<file path="src/rtl/id_ex_stage.sv">
`default_nettype none
// ============================================================================
//  Module      : id_ex_stage
//  Description : ID/EX pipeline register of the MIPS pipeline. Captures the
//                decoded instruction and presents registered opcode, funct,
//                operands and write destination to the execute stage (ALU
//                control decoder). Inserts bubbles on flush and on load-use
//                hazards, holds on downstream stall, and drives the
//                fetch/decode hold signal upstream.
//  Revision    : 1.0 - initial release
// ----------------------------------------------------------------------------
//  Build option:
//    LOAD_USE_STALL_EN  defined   -> load-use hazard detection, STALL state
//                                    and bubble counter are active.
//                       undefined -> hazard tied low, stage always in RUN,
//                                    LOAD_USE_BUBBLES has no effect
//                                    (software schedules around load-use).
// ----------------------------------------------------------------------------
//  Parameters:
//    DATA_W            operand / immediate / PC width
//    LOAD_USE_BUBBLES  bubbles inserted per load-use hazard (1..3)
//  Ports:
//    clk, rst                 clock, synchronous active-high reset
//    ID_*                     decoded instruction from the decode stage
//    flush                    branch/jump redirect, kills the decode slot
//    ext_stall                memory-stage stall, freezes this stage
//    EXE_*                    registered instruction for the execute stage
//    hold_fetch               combinational; PC and IF/ID must not advance
// ============================================================================
module id_ex_stage #(
  parameter int DATA_W           = 32,
  parameter int LOAD_USE_BUBBLES = 1
) (
  input  logic              clk,
  input  logic              rst,
  // decode stage
  input  logic              ID_valid,
  input  logic [3:0]        ID_opcode,
  input  logic [5:0]        ID_funct,
  input  logic [4:0]        ID_rs,
  input  logic [4:0]        ID_rt,
  input  logic [4:0]        ID_rd,
  input  logic [4:0]        ID_shamt,
  input  logic [DATA_W-1:0] ID_rs_data,
  input  logic [DATA_W-1:0] ID_rt_data,
  input  logic [DATA_W-1:0] ID_imm,
  input  logic [DATA_W-1:0] ID_pc,
  input  logic              ID_reg_write,
  // pipeline control
  input  logic              flush,
  input  logic              ext_stall,
  // execute stage
  output logic              EXE_valid,
  output logic              EXE_reg_write,
  output logic [3:0]        EXE_opcode,
  output logic [5:0]        EXE_funct,
  output logic [4:0]        EXE_rs,
  output logic [4:0]        EXE_rt,
  output logic [4:0]        EXE_rd,
  output logic [4:0]        EXE_shamt,
  output logic [4:0]        EXE_dest,
  output logic [DATA_W-1:0] EXE_rs_data,
  output logic [DATA_W-1:0] EXE_rt_data,
  output logic [DATA_W-1:0] EXE_imm,
  output logic [DATA_W-1:0] EXE_pc,
  // upstream
  output logic              hold_fetch
);

  // --------------------------------------------------------------------------
  // Constants
  // --------------------------------------------------------------------------
  localparam logic [3:0] OP_RTYPE  = 4'd2;
  localparam logic [3:0] OP_JAL    = 4'd7;
  localparam logic [5:0] FN_LOAD   = 6'h21;
  localparam logic [4:0] LINK_REG  = 5'd31;
  localparam logic [4:0] ZERO_REG  = 5'd0;

  localparam logic [0:0] RUN       = 1'b0;
  localparam logic [0:0] STALL     = 1'b1;

  // Counter preload when entering STALL: the hazard cycle itself is the
  // first bubble, STALL supplies the remaining LOAD_USE_BUBBLES-1, and it
  // leaves when cnt reaches zero, hence the "-2". A single bubble never
  // enters STALL, so the preload is irrelevant there.
  localparam logic [1:0] CNT_INIT  = (LOAD_USE_BUBBLES >= 2) ?
                                     2'(LOAD_USE_BUBBLES - 2) : 2'd0;
  localparam bit         MULTI_BUB = (LOAD_USE_BUBBLES >= 2);

  // --------------------------------------------------------------------------
  // Write destination, resolved at capture so EXE_dest is a clean flop
  // --------------------------------------------------------------------------
  logic [4:0] id_dest;

  always_comb begin
    id_dest = ID_rt;
    if (ID_opcode == OP_RTYPE) begin
      id_dest = ID_rd;
    end else if (ID_opcode == OP_JAL) begin
      id_dest = LINK_REG;
    end
  end

  // --------------------------------------------------------------------------
  // Load-use hazard detection
  // --------------------------------------------------------------------------
  logic hazard;

`ifdef LOAD_USE_STALL_EN
  logic exe_is_load;
  logic src_match;

  assign exe_is_load = EXE_valid && (EXE_opcode == OP_RTYPE) &&
                       (EXE_funct == FN_LOAD);
  assign src_match   = (ID_rs == EXE_dest) || (ID_rt == EXE_dest);

  // A load into $zero produces nothing to forward-wait on.
  assign hazard      = exe_is_load && EXE_reg_write &&
                       (EXE_dest != ZERO_REG) && ID_valid && src_match;
`else
  // Load-use ordering is the compiler's job in this build.
  assign hazard      = 1'b0;
`endif

  // --------------------------------------------------------------------------
  // Stall state machine
  // With hazard tied low the machine never leaves RUN and folds away.
  // --------------------------------------------------------------------------
  logic [0:0] state;
  logic [1:0] cnt;
  logic       in_run;
  logic       in_stall;
  logic       run_hazard;

  assign in_run     = (state == RUN);
  assign in_stall   = (state == STALL);
  assign run_hazard = in_run && hazard;   // hazard is ignored during STALL

  always_ff @(posedge clk) begin
    if (rst) begin
      state <= RUN;
      cnt   <= 2'd0;
    end else if (flush) begin
      // redirect abandons any pending load-use bubbles
      state <= RUN;
      cnt   <= 2'd0;
    end else if (ext_stall) begin
      state <= state;
      cnt   <= cnt;
    end else if (in_stall) begin
      if (cnt == 2'd0) begin
        state <= RUN;
      end else begin
        cnt   <= cnt - 2'd1;
      end
    end else if (run_hazard && MULTI_BUB) begin
      state <= STALL;
      cnt   <= CNT_INIT;
    end
  end

  // --------------------------------------------------------------------------
  // Pipeline register
  // --------------------------------------------------------------------------
  logic kill;      // force a bubble this edge
  logic bubble;    // nothing valid to capture

  assign kill   = rst || flush;
  assign bubble = in_stall || run_hazard || !ID_valid;

  always_ff @(posedge clk) begin
    if (kill || (!ext_stall && bubble)) begin
      EXE_valid     <= 1'b0;
      EXE_reg_write <= 1'b0;
      EXE_opcode    <= 4'd0;
      EXE_funct     <= 6'd0;
      EXE_rs        <= 5'd0;
      EXE_rt        <= 5'd0;
      EXE_rd        <= 5'd0;
      EXE_shamt     <= 5'd0;
      EXE_dest      <= 5'd0;
      EXE_rs_data   <= '0;
      EXE_rt_data   <= '0;
      EXE_imm       <= '0;
      EXE_pc        <= '0;
    end else if (!ext_stall) begin
      EXE_valid     <= 1'b1;
      EXE_reg_write <= ID_reg_write;
      EXE_opcode    <= ID_opcode;
      EXE_funct     <= ID_funct;
      EXE_rs        <= ID_rs;
      EXE_rt        <= ID_rt;
      EXE_rd        <= ID_rd;
      EXE_shamt     <= ID_shamt;
      EXE_dest      <= id_dest;
      EXE_rs_data   <= ID_rs_data;
      EXE_rt_data   <= ID_rt_data;
      EXE_imm       <= ID_imm;
      EXE_pc        <= ID_pc;
    end
  end

  // --------------------------------------------------------------------------
  // Upstream hold. Flush overrides everything so the redirect target can be
  // fetched; reset keeps it low so fetch restarts cleanly.
  // --------------------------------------------------------------------------
  assign hold_fetch = !rst && !flush &&
                      (ext_stall || in_stall || run_hazard);

endmodule
`default_nettype wire

</file>
<file path="config.mk">
export PLATFORM = sky130hd
export DESIGN_NAME = id_ex_stage
export DESIGN_NICKNAME = d
export VERILOG_FILES = /design/src/rtl/id_ex_stage.sv
export SDC_FILE = /design/constraint.sdc
export NUM_CORES = 1
export LEC_CHECK = 0
export ABC_CLOCK_PERIOD_IN_PS = 2250
export CORE_UTILIZATION = 40
export CTS_CLUSTER_SIZE = 28
export DETAILED_ROUTE_END_ITERATION = 16
export PLACE_DENSITY = 0.91
export SLEW_MARGIN = 20
export SYNTH_ARGS = -nofsm -noshare
export SYNTH_HDL_FRONTEND = slang
export SYNTH_SLANG_ARGS = --single-unit
</file>
<file path="constraint.sdc">
create_clock -name clk -period 2.25 [get_ports clk]
set_clock_uncertainty 0.1 [all_clocks]
set_input_delay 0.675 -clock clk [delete_from_list [all_inputs] [get_ports clk]]
set_output_delay 0.675 -clock clk [all_outputs]
set_load 0.02 [all_outputs]
</file>
==> impl_metrics.json <==
{
  "status": "completed",
  "initial_core_util_pct": 41.3,
  "synth_cell_types": 26,
  "cp.required_ns": 1.47,
  "hp-class": "reg -> reg",
  "place_inst": 1091,
  "cts_tree": "built",
  "synth_top_area_share_pct": 50.7,
  "drtPass1Iterations": 4,
  "peakVddDrop_uv": 441,
  "routed_wl_um": 17000,
  "cts_buffer_depth": 2,
  "syn_inst": 566,
  "cp_cell_sequence": "clkdlybuf4s50_1",
  "hpwlAfterDp_um": 12600,
  "synthArstFlopShare_pct": 0,
  "clock_tree.root_cell": "clkbuf_16",
  "slowest_stage": "clkdlybuf4s50_1",
  "critPathTopFamily": "buffers and inverters",
  "path_class": "reg -> out",
  "worstPathBufferInverterCount": 1,
  "place_congestion": 0.759,
  "cts_buffers": 17,
  "ant_nets": 0,
  "die_w_um": 131,
  "synth-edff-count": 0,
  "syn-num-nets": 731,
  "path_depth": 1,
  "met3_usage_pct": 8.71,
  "nFillCells": 1174,
  "maxSlewViolCount": 0,
  "worst_pin_slew_ns": 0.637,
  "grt_use_total_pct": 19.4,
  "seq_area_frac_synth_pct": 50.7,
  "crit_path_start": "EXE_rt_data[3]",
  "grt_max_degree": 83,
  "power_leakage_nw": 4.18,
  "ys_warn_count": 0,
  "arrival_ns": 1.41,
  "boundaryPins": 330,
  "syn_avg_cell_area_um2": 11.7,
  "clk_latency_ns": 0.41,
  "final_nets": 1060,
  "fmax_mhz": 457,
  "rows": 46,
  "power_mw": 6.96,
  "final.setup.worst_slack_ns": 0.0631,
  "final_common_cell": "clkdlybuf4s50_1",
  "num_vias": 5143,
  "startpoint_type": "register",
  "synth_ff_type": "dfxtp_1",
  "grt_busiest_layer": "met2",
  "fin_crit_ns": 2.19,
  "clk_pin_slew_ns": 0.06,
  "clock-sinks": 168,
  "gr-usage-met1_pct": 19.9,
  "ys_ff_latch": 168,
  "final_cell_mix": "clkdlybuf4s50_1 (325), dfxtp_1 (168), mux2i_1 (159)",
  "power_density_nw_per_um2": 651,
  "r2r-start": "in_stall",
  "synth.area.top_cells": "dfxtp_1 (51%), mux2i_1 (24%), nor2_4 (10%)",
  "worstSetupEndpoint": "EXE_rt_data[3]",
  "drc_errors": 0,
  "ctsHtreeMaxLevel": 4,
  "finalCritPeriodShare_pct": 97.2,
  "cp-end-kind": "primary output",
  "critical_path.max_fanout": 2,
  "overflow": 0,
  "dieArea_um2": 17100,
  "final_layout_size_suffix_gt1_share_pct": 15.0,
  "placeableCoreArea_um2": 16100,
  "first_global_vias": 5177,
  "grt_pass1_wl_um": 25400,
  "rsz0062_at_grt": "no",
  "synth_top_area_cell": "dfxtp_1",
  "avgViaCountPerCell": 4.58,
  "syn-cell-area_um2": 6640,
  "antenna_found_initial": 0,
  "die_h_um": 131,
  "setup_viol": 0,
  "r2r-end": "EXE_rt_data[3]",
  "timing.hold.ws_ns": 0.353,
  "slew-limit-headroom_pct": 57.4,
  "syn_to_final_growth_pct": 61.1,
  "hold_viol_final": 0,
  "port_buffers": 329,
  "reg2regPathDepth": 4,
  "diodes": 0,
  "r2r_slack_ns": 0.69,
  "use_met2_pct": 34.6,
  "fin_cells": 1124,
  "place_ws_ns": -0.536,
  "post_drt_wl_per_cell_um": 15.1,
  "cpPeakStageDelay_ns": 0.63,
  "max_cap_viol_count": 0,
  "drt_iter0_markers": 91
}
## logic make-up (layout without fill, tap and decap cells)
family / Yosys count / count (layout) / synth area share [%]
AOI/OAI and AO/OA: 14 / 14 / 1.68
adders and majority gates: 1 / 1 / 0.189
muxes: 159 / 159 / 24.0
xor gates and xnor gates: 2 / 2 / 0.264
DFF: 168 / 168 / 50.7
and+or+nand+nor: 180 / 180 / 18.4
buffers and inverters: 42 / 384 / 4.79
## registers in the layout, indices dropped and copies added, names as in the netlist
name and count:
EXE_rs 5, EXE_rt 5, cnt 2, EXE_dest 5, EXE_funct 6, EXE_pc 32, EXE_rt_data 32, EXE_valid 1
EXE_imm 32, EXE_rs_data 32, in_stall 1, EXE_shamt 5, EXE_reg_write 1, EXE_opcode 4, EXE_rd 5
## what timing repair did
action                                  4_1_cts  5_1_grt
endpoints found under the setup margin        1        0
hold buffers                                  0        0
setup buffers                                 1        0
resized for setup                             8        0
## worst min path at each step
stage               from         to  slack (ns)  cells after the start
2_1_floorplan   in_stall   in_stall        0.36                      2
3_3_place_gp   EXE_valid  EXE_valid        0.34                      2
3_5_place_dp   EXE_valid  EXE_valid        0.35                      2
4_1_cts        EXE_valid  EXE_valid        0.35                      2
5_1_grt        EXE_valid  EXE_valid        0.38                      2
6_report       EXE_valid  EXE_valid        0.35                      2
## cell type report
cell class,instances,area (µm²),share of cell area (%)
Timing Repair Buffer,348,3510,32.9
Multi-Input combinational cell,356,2960,27.7
Inverter,4,15.0,0.140
Sequential cell,168,3360,31.5
Clock buffer,20,457,4.27
Clock inverter,12,116,1.09
Tap cell,216,270,2.53
## cells in the mapped netlist, types with 4 or more instances
master      n
buf_2      20
a21oi_1     6
buf_6       5
inv_1       4
o311a_1     5
dfxtp_1   168
nor2_4     60
clkbuf_1    7
buf_12      6
nor2_1     84
or3_1       5
nand2_1     5
mux2i_1   159
nor2_2     20
## power breakdown
part | total (mW) | switching (mW) | internal (mW)
registers | 3.10 | 0.0415 | 3.06
logic | 1.04 | 0.463 | 0.576
clock network | 2.83 | 1.23 | 1.60
total | 6.96 | 1.73 | 5.23
## layer usage
layer / vias to the layer above / wire [µm]
li1: 2559 / -
met4: 0 / 339
met3: 24 / 1820
met1: 2330 / 6380
met2: 230 / 8480
met5: - / 0
## stage by stage
stage | TNS (ns) | cell area (µm²) | util, %
6_report | 0 | 10700 | 66.6
5_1_grt | 0 | 10700 | 66.6
4_1_cts | 0 | 10700 | 66.6
3_5_place_dp | -14.66 | 10100 | 63.0
3_3_place_gp | -12.90 | 10100 | 63.0
2_1_floorplan | 0 | 6640 | -
Power figures use the tool's default switching activity.
